`src/rtl/weight_fifo_drain_control_pkg.sv`:
```
// Shared definitions for the weight FIFO drain controller: FSM state
// encoding and the width of the diagonal-skew cycle counter.
package weight_fifo_drain_control_pkg;

   typedef enum logic [1:0] {
      IDLE  = 2'd0,
      DRAIN = 2'd1,
      LOAD  = 2'd2
   } state_e;

   localparam int DEF_ROWS = 16;
   localparam int DEF_COLS = 16;

   // Counter must hold C+R (up to rows+cols-2) without wrapping, plus headroom
   // so that c+R and C+R sums never overflow at full array size.
   function automatic int cnt_width(input int rows, input int cols);
      return $clog2(rows + cols) + 1;
   endfunction

   localparam int CNT_W = cnt_width(DEF_ROWS, DEF_COLS);

endpackage

```
`src/rtl/weight_fifo_drain_control.sv`:
```
// Weight FIFO drain controller: pops the per-column weight FIFOs into the
// systolic array's shift chain in a diagonal skew (column c during cycles
// c..c+R of the drain), then issues a single weight_load pulse.
module weight_fifo_drain_control
   import weight_fifo_drain_control_pkg::*;
#(
   parameter int SYS_ARR_ROWS = DEF_ROWS,
   parameter int SYS_ARR_COLS = DEF_COLS
) (
   input  logic                            clk,
   input  logic                            reset,
   input  logic                            start,
   output logic                            done,
   input  logic [$clog2(SYS_ARR_ROWS)-1:0] num_row,
   input  logic [$clog2(SYS_ARR_COLS)-1:0] num_col,
   input  logic [SYS_ARR_COLS-1:0]         fifo_empty,
   output logic [SYS_ARR_COLS-1:0]         fifo_pop,
   output logic                            weight_load,
   output logic                            underflow
);

   localparam int RW = $clog2(SYS_ARR_ROWS);
   localparam int CW = $clog2(SYS_ARR_COLS);
   localparam int TW = cnt_width(SYS_ARR_ROWS, SYS_ARR_COLS);

   state_e          state_q, state_d;
   logic [TW-1:0]   t_q, t_d;
   logic [RW-1:0]   row_q, row_d;
   logic [CW-1:0]   col_q, col_d;
   logic            underflow_q, underflow_d;

   // Latched sizes widened to counter width so sums never wrap.
   logic [TW-1:0]   row_ext;
   logic [TW-1:0]   col_ext;
   logic [SYS_ARR_COLS-1:0] win;

   assign row_ext = TW'(row_q);
   assign col_ext = TW'(col_q);

   // Per-column skew window: column active, and R >= t-c >= 0.
   // Differences are taken one bit wider so the top bit acts as a sign.
   for (genvar gi = 0; gi < SYS_ARR_COLS; gi++) begin : g_col
      localparam logic [TW-1:0] COL_IDX = TW'(gi);
      logic [TW:0] col_diff;
      logic [TW:0] t_diff;

      assign col_diff = {1'b0, col_ext} - {1'b0, COL_IDX};
      assign t_diff   = {1'b0, t_q} - {1'b0, COL_IDX};
      assign win[gi]  = (state_q == DRAIN) && !col_diff[TW] && !t_diff[TW]
                        && (t_diff[TW-1:0] <= row_ext);
      assign fifo_pop[gi] = win[gi] & ~fifo_empty[gi];
   end

   assign weight_load = (state_q == LOAD);
   assign done        = (state_q == IDLE);
   assign underflow   = underflow_q;

   // Next-state logic: accept start in IDLE, step the skew counter in DRAIN,
   // flag any pop that was due on an empty FIFO.
   always_comb begin
      state_d     = state_q;
      t_d         = t_q;
      row_d       = row_q;
      col_d       = col_q;
      underflow_d = underflow_q;
      case (state_q)
         IDLE: begin
            if (start) begin
               row_d       = num_row;
               col_d       = num_col;
               underflow_d = 1'b0;
               t_d         = '0;
               state_d     = DRAIN;
            end
         end
         DRAIN: begin
            if (|(win & fifo_empty)) begin
               underflow_d = 1'b1;
            end
            if (t_q == col_ext + row_ext) begin
               t_d     = '0;
               state_d = LOAD;
            end else begin
               t_d = t_q + TW'(1);
            end
         end
         LOAD: begin
            state_d = IDLE;
         end
         default: begin
            state_d = IDLE;
            t_d     = '0;
         end
      endcase
   end

   // State register with synchronous active-low reset overriding everything.
   always_ff @(posedge clk) begin
      if (!reset) begin
         state_q     <= IDLE;
         t_q         <= '0;
         row_q       <= '0;
         col_q       <= '0;
         underflow_q <= 1'b0;
      end else begin
         state_q     <= state_d;
         t_q         <= t_d;
         row_q       <= row_d;
         col_q       <= col_d;
         underflow_q <= underflow_d;
      end
   end

endmodule
```
`config.mk`:
```
export PLATFORM = sky130hd
export DESIGN_NAME = weight_fifo_drain_control
export DESIGN_NICKNAME = d
export VERILOG_FILES = /design/src/rtl/weight_fifo_drain_control_pkg.sv /design/src/rtl/weight_fifo_drain_control.sv
export SDC_FILE = /design/constraint.sdc
export NUM_CORES = 1
export LEC_CHECK = 0
export CAP_MARGIN = 20
export CORE_MARGIN = 4
export CORE_UTILIZATION = 30
export DETAILED_ROUTE_END_ITERATION = 6
export PLACE_DENSITY = 0.55
export SLEW_MARGIN = 15
export SYNTH_ARGS = -nofsm -noshare
export SYNTH_HDL_FRONTEND = slang
export SYNTH_SLANG_ARGS = --single-unit
```
`constraint.sdc`:
```
create_clock -name clk -period 3.2 [get_ports clk]
set_input_delay 0.32 -clock clk [delete_from_list [all_inputs] [get_ports clk]]
set_output_delay 0.32 -clock clk [all_outputs]
set_load 0.01 [all_outputs]
```
==> results.toml, run 1 <==
[setup_path]
worstReg2RegStart = "t_q[1]$_SDFFE_PN0P_"
setup.worst_path.start_class = "flip-flop"
worstPathMaxFanout = 9
worst-endpoint-required_ps = 2880
crit_path_end_kind = "output pin"
critPathKind = "reg -> out"
worst_ep_arrival_time_ps = 2780
setup.worst_path.start = "row_q[1]$_SDFFE_PN0P_"

[place]
placed_cell_area_um2 = 3603
dp_hpwl_mm = 7.845
numPortBuffers = 45
gp_congestion = 0.9226

[detailed_routing]
firstDrtPassIters = 4
antenna_violating_nets_post_route = 0
post_drt_via_cell_ratio = 5.280
detailedRoute.firstIterationViolations = 170
vias = 3094
avgRoutedWirePerCell_um = 16.42
routed_wl_mm = 9.621
drt_drc_violations_left = 0

[finish]
seqCellArea_um2 = 341.6
fin_area_um2 = 3749
fin_nets = 536
fillCellCount = 1025
drive_gt1_share_pct = 9.190
layout-area-overhead-vs-synth_pct = 27.54
utilization_pct = 40.00
multi_input_area_um2 = 2465
layout_commonest_cell = "ha_1"
mostFrequentLayoutCells = "48 x ha_1, 39 x nand2_1, 36 x clkdlybuf4s50_1"
antennaDiodeCount = 0

[synthesis]
synthesis.area_um2 = 2939
netlist.top_cell.by_area = "ha_1"
synthesis.instances = 405
synthesis.nets = 483
synth-edff-count = 0
synth.area.top_cells = "ha_1 21%, dfxtp_1 12%, xnor2_1 8.9%, nand2_1 5.0%, a21oi_1 4.8%"
yosysTopAreaCellShare_pct = 21.29
postSynth.topFlopCell = "dfxtp_1"
synthesis.yosys.warnings = 0
synth_async_sr_flop_share_pct = 0
synth_sequential_area_ratio_pct = 11.58
netlist-cell-type-count = 61
syn_avg_cell_area_um2 = 7.257
ys_ff_latch = 17

[status]
status = "complete, no violations"

[clocking]
htree_levels = 1
insertion_delay_ps = 260
ctsLongestPathBuffers = 2
path_clk_slew_ps = 60
tritoncts.num_buffers = 3
tritoncts = "built"
cts-root-buf = "clkbuf_8"
numClockSinks = 17
holdBufCountCts = 0

[sta]
slew_headroom_pct = 52.84
setup_viol_count_final = 0
largest_clock_skew_in_the_final_design_ps = 4.679
final_hold_violation_count = 0
setup_total_negative_slack_ps = 0
layout_min_cycle_time_ps = 3095
post_route_fraction_of_the_period_consumed_by_the_critical_path_pct = 96.73
worst_hold_slack_ps = 502.4
setup_repair_after_global_routing_missed_its_margin = "false"
maxClockFrequency_mhz = 323.1
slew_violations = 0
timing_worst_slew_pin_value_ps = 698.6

[run]
drv.max_cap_violation_count = 0

[grt]
grt_first_pass_wirelength_mm = 15.39
antenna_found_initial = 0
total_gr_overflow = 0
maximum_number_of_pins_on_one_net_before_global_route_repair = 17
gr-usage-all-layers_pct = 16.91
grt_pass1_vias = 2929

[pwr]
vdd.ir_drop.worst_uv = 209.0
powerDensity_nw_per_um2 = 236.9
power.leakage_nw = 1.610

[die]
placeableCoreArea_um2 = 9371
start_util_pct = 31.36
core.rowCount = 35
die_area_um2 = 11440
die_height_um = 107.0
fp.dieW_um = 107.0
floorplan.io_pins = 46

[worst_hold_path]
worstHoldPathType = "reg -> reg"
hold_start = "row_q[3]$_SDFFE_PN0P_"
sequential cells by signal (all words and copies together) (netlist names):
name	cells
t_q	6
col_q	4
row_q	4
state_q	2
underflow	1
worst paths after layout:
| check | to | slack, ps | depth (start not counted) |
|---|---|---|---|
| max | fifo_pop[0] | 100 | 6 |
| min | row_q[3]$_SDFFE_PN0P_ | 500 | 2 |
| max reg2reg | underflow$_SDFFE_PN0P_ | 230 | 12 |
| min reg2reg | row_q[3]$_SDFFE_PN0P_ | 500 | 2 |
through the flow:
stage | power, mW | worst slack (ps) | std cells
floorplan | 0.5559 | 279.0 | 405
global placement | 0.7094 | 220.7 | 579
detailed placement | 0.7161 | 213.9 | 579
CTS | 0.8892 | 39.48 | 583
global route | 0.9609 | 5.945 | 586
finish | 0.8879 | 104.7 | 586
synth_stat cells, types with 2 or more instances:
| cell type | number |
|---|---|
| ha_1 | 50 |
| nand2_1 | 39 |
| nor2_1 | 34 |
| xnor2_1 | 30 |
| inv_1 | 29 |
| a21oi_1 | 28 |
| dfxtp_1 | 17 |
| a21boi_0 | 12 |
| o21ai_0 | 12 |
| nor3_1 | 11 |
| buf_2 | 9 |
| nand2b_1 | 9 |
| nor2b_1 | 9 |
| clkbuf_1 | 8 |
| nand3_1 | 8 |
| o21ai_1 | 8 |
| nand4_1 | 7 |
| a21o_1 | 6 |
| a31oi_1 | 6 |
| and3_1 | 6 |
| nor4_1 | 6 |
| xor2_1 | 5 |
| a211oi_1 | 4 |
| inv_2 | 3 |
| o2111ai_1 | 3 |
| or3_1 | 3 |
| a2111oi_0 | 2 |
| and4_1 | 2 |
| and4b_1 | 2 |
| mux2i_1 | 2 |
| nand4b_1 | 2 |
| o21a_1 | 2 |
| o221ai_1 | 2 |
| or2_2 | 2 |
per-layer routing:
| layer | wire [um] | GRT usage, % |
|---|---|---|
| met1 | 4333 | 22.81 |
| met2 | 4435 | 28.24 |
| met3 | 646 | 1.806 |
| met4 | 206 | 5.297 |
| met5 | 0 | 0 |
cell families (layout without fill, tap and decap cells):
| kind of cell | Yosys count | after routing | synth area share, % |
|---|---|---|---|
| AO/OA/AOI/OAI | 102 | 102 | 22.95 |
| adder cells (fa/ha/maj) | 51 | 51 | 21.97 |
| AND/OR/NAND/NOR | 148 | 148 | 25.63 |
| XOR/XNOR | 35 | 35 | 10.43 |
| multiplexers | 2 | 2 | 0.6812 |
| flip-flops | 17 | 17 | 11.58 |
| buffers and inverters | 50 | 102 | 6.768 |
cell type report:
cell class                 count  area share (%)
sequential                    17           9.112
multi-input combinational    338           65.75
clock buffer                   4           1.202
timing repair buffer          65           16.32
tap                          129           4.306
inverter                      33           3.304
power by group:
part | leakage (nW) | switching [mW] | internal [mW] | total, mW
combinational | 1.45 | 0.265 | 0.207 | 0.472
sequential | 0.139 | 0.0241 | 0.227 | 0.251
clock | 0.0228 | 0.0766 | 0.0886 | 0.165
worst max-delay path: stages (launching register included):
cell and delay [ps]:
dfxtp_1 380, inv_1 110, ha_1 440, nand2b_1 260, o32a_2 370, nor4_1 320
clkdlybuf4s50_1 630
what timing repair did:
action,in CTS,in global routing
endpoints found under the setup margin,8,8
gates resized for setup,8,17
buffers inserted,0,3
gates cloned,0,0
No activity file was read; power rests on OpenSTA's default activity.
==> run 2: changes to the inputs <==
Settings changed: CORE_MARGIN 4 to unset.
==> results.toml, run 2 (same netlist as run 1, synthesis figures left out) <==
[setup_path]
cpMaxStageDelayCell = "clkdlybuf4s50_1"
worst_path_largest_cell_delay_ps = 560
path_cells = "inv_1, ha_2, xnor2_2, ha_1, or2_1, a21oi_1, a31oi_1, o31a_1, nor3_1, clkdlybuf4s50_1"
setup.worst_path.start_class = "flip-flop"
worst_ep_arrival_time_ps = 2790
worstPathMaxFanout = 5
crit_path_end_kind = "output pin"
critPathKind = "reg -> out"
worst-endpoint-required_ps = 2880

[detailed_routing]
post_drt_via_cell_ratio = 5.137
routed_wl_mm = 9.398
detailedRoute.firstIterationViolations = 283
avgRoutedWirePerCell_um = 16.06
vias = 3005
antenna_violating_nets_post_route = 0
firstDrtPassIters = 4
drt_drc_violations_left = 0

[pwr]
power.leakage_nw = 1.566
vdd.ir_drop.worst_uv = 178.9
powerDensity_nw_per_um2 = 239.2
fin_total_pwr_mw = 0.8922

[die]
die_area_um2 = 10200
start_util_pct = 31.36
placeableCoreArea_um2 = 9371
die_height_um = 101.0
core.rowCount = 35
floorplan.io_pins = 46
fp.dieW_um = 101.0

[sta]
largest_clock_skew_in_the_final_design_ps = 2.354
slew_headroom_pct = 62.53
setup_repair_after_global_routing_missed_its_margin = "true"
worst_hold_slack_ps = 497.6
layout_min_cycle_time_ps = 3106
post_route_fraction_of_the_period_consumed_by_the_critical_path_pct = 97.08
timing_worst_slew_pin_value_ps = 562.1
setup_viol_count_final = 0
slew_violations = 0
maxClockFrequency_mhz = 321.9
final_hold_violation_count = 0

[finish]
drive_gt1_share_pct = 8.991
layout_commonest_cell = "ha_1"
top_register = "t_q"
top_regs = "t_q (6), col_q (4), row_q (4)"
fillCellCount = 1009
fin_nets = 535
mostFrequentLayoutCells = "48 x ha_1, 40 x clkdlybuf4s50_1, 39 x nand2_1"
layout-area-overhead-vs-synth_pct = 26.91
antennaDiodeCount = 0
largest_register_ffs = 6

[clocking]
tritoncts.num_buffers = 3
insertion_delay_ps = 250
path_clk_slew_ps = 70
tritoncts = "built"
htree_levels = 1
numClockSinks = 17
cts-root-buf = "clkbuf_8"
ctsLongestPathBuffers = 2

[grt]
maximum_number_of_pins_on_one_net_before_global_route_repair = 17
grt_busiest_layer = "met2"
grt_first_pass_wirelength_mm = 14.93
grt_pass1_vias = 2849
total_gr_overflow = 0
met3_usage_grt_pct = 2.843
gr-usage-all-layers_pct = 19.08
gr-usage-met2_pct = 32.88
globalRouteMet1Util_pct = 24.83
antenna_found_initial = 0

[worst_hold_path]
worstHoldPathType = "reg -> reg"

[place]
gp_congestion = 0.9503
dp_hpwl_mm = 7.628
numPortBuffers = 45

[status]
status = "complete, no violations"

[run]
drv.max_cap_violation_count = 0
run 2: cell types whose count changed in the layout (fill, tap and decap cells not counted), sizes merged:
cell and change:
buf -1, dlygate4sd2 -3, dlymetal6s2s -1, clkdlybuf4s50 +4
run 2: where the power goes:
part | total [mW] | internal, mW | switching, mW | leakage (nW)
Clock | 0.163 | 0.0885 | 0.0748 | 0.0228
Sequential | 0.247 | 0.226 | 0.0204 | 0.139
Combinational | 0.482 | 0.214 | 0.268 | 1.40
Total | 0.892 | 0.529 | 0.363 | 1.57
run 2: routing by layer:
metal,vias to the layer above,wire length [um],share of wire [%]
li1,1539,-,-
met1,1355,4129,44
met2,101,4465,48
met5,-,0,0
met3,10,667,7.1
met4,0,136,1.4
run 2: cell type report:
class | instances | area, um^2 | share of cell area [%]
Timing Repair Buffer | 64 | 605.6 | 16.24
Tap cell | 129 | 161.4 | 4.327
Clock buffer | 4 | 45.04 | 1.208
Multi-Input combinational cell | 338 | 2454 | 65.78
Sequential cell | 17 | 340.3 | 9.124
Inverter | 33 | 123.9 | 3.321
run 2: metrics by stage:
stage	TNS, ps	instance area, um^2	utilization [%]	cells	setup slack (ps)
after floorplan	0	2939	-	405	279.0
after global placement	0	3618	38.61	581	229.8
after detailed placement	0	3618	38.61	581	153.1
after CTS	-28.11	3671	39.17	585	-18.94
after global routing	-228.0	3730	39.80	585	-52.38
final	0	3730	39.80	585	93.59
run 2: final timing paths:
check,startpoint,end,slack (ps),depth (start not counted)
worst min-delay path,row_q[3]$_SDFFE_PN0P_,row_q[3]$_SDFFE_PN0P_,500,2
worst min register to register,row_q[3]$_SDFFE_PN0P_,row_q[3]$_SDFFE_PN0P_,500,2
worst max register to register,t_q[1]$_SDFFE_PN0P_,underflow$_SDFFE_PN0P_,280,12
worst max-delay path,t_q[1]$_SDFFE_PN0P_,fifo_pop[5],90,10
run 2: worst max-delay path: cells and delay by family, from the launching register on:
family | cells | cell delay, ps
buf+inv | 2 | 710
simple gates | 2 | 460
fa+ha+maj | 2 | 540
xor+xnor | 1 | 130
compound gates | 3 | 380
flops | 1 | 310
run 2: what timing repair did:
action | CTS | global route
gates cloned | 0 | 0
pin swaps | 0 | 1
endpoints found under the setup margin | 3 | 11
hold buffers | 0 | 0
gates resized for setup | 3 | 19
buffers inserted | 0 | 0
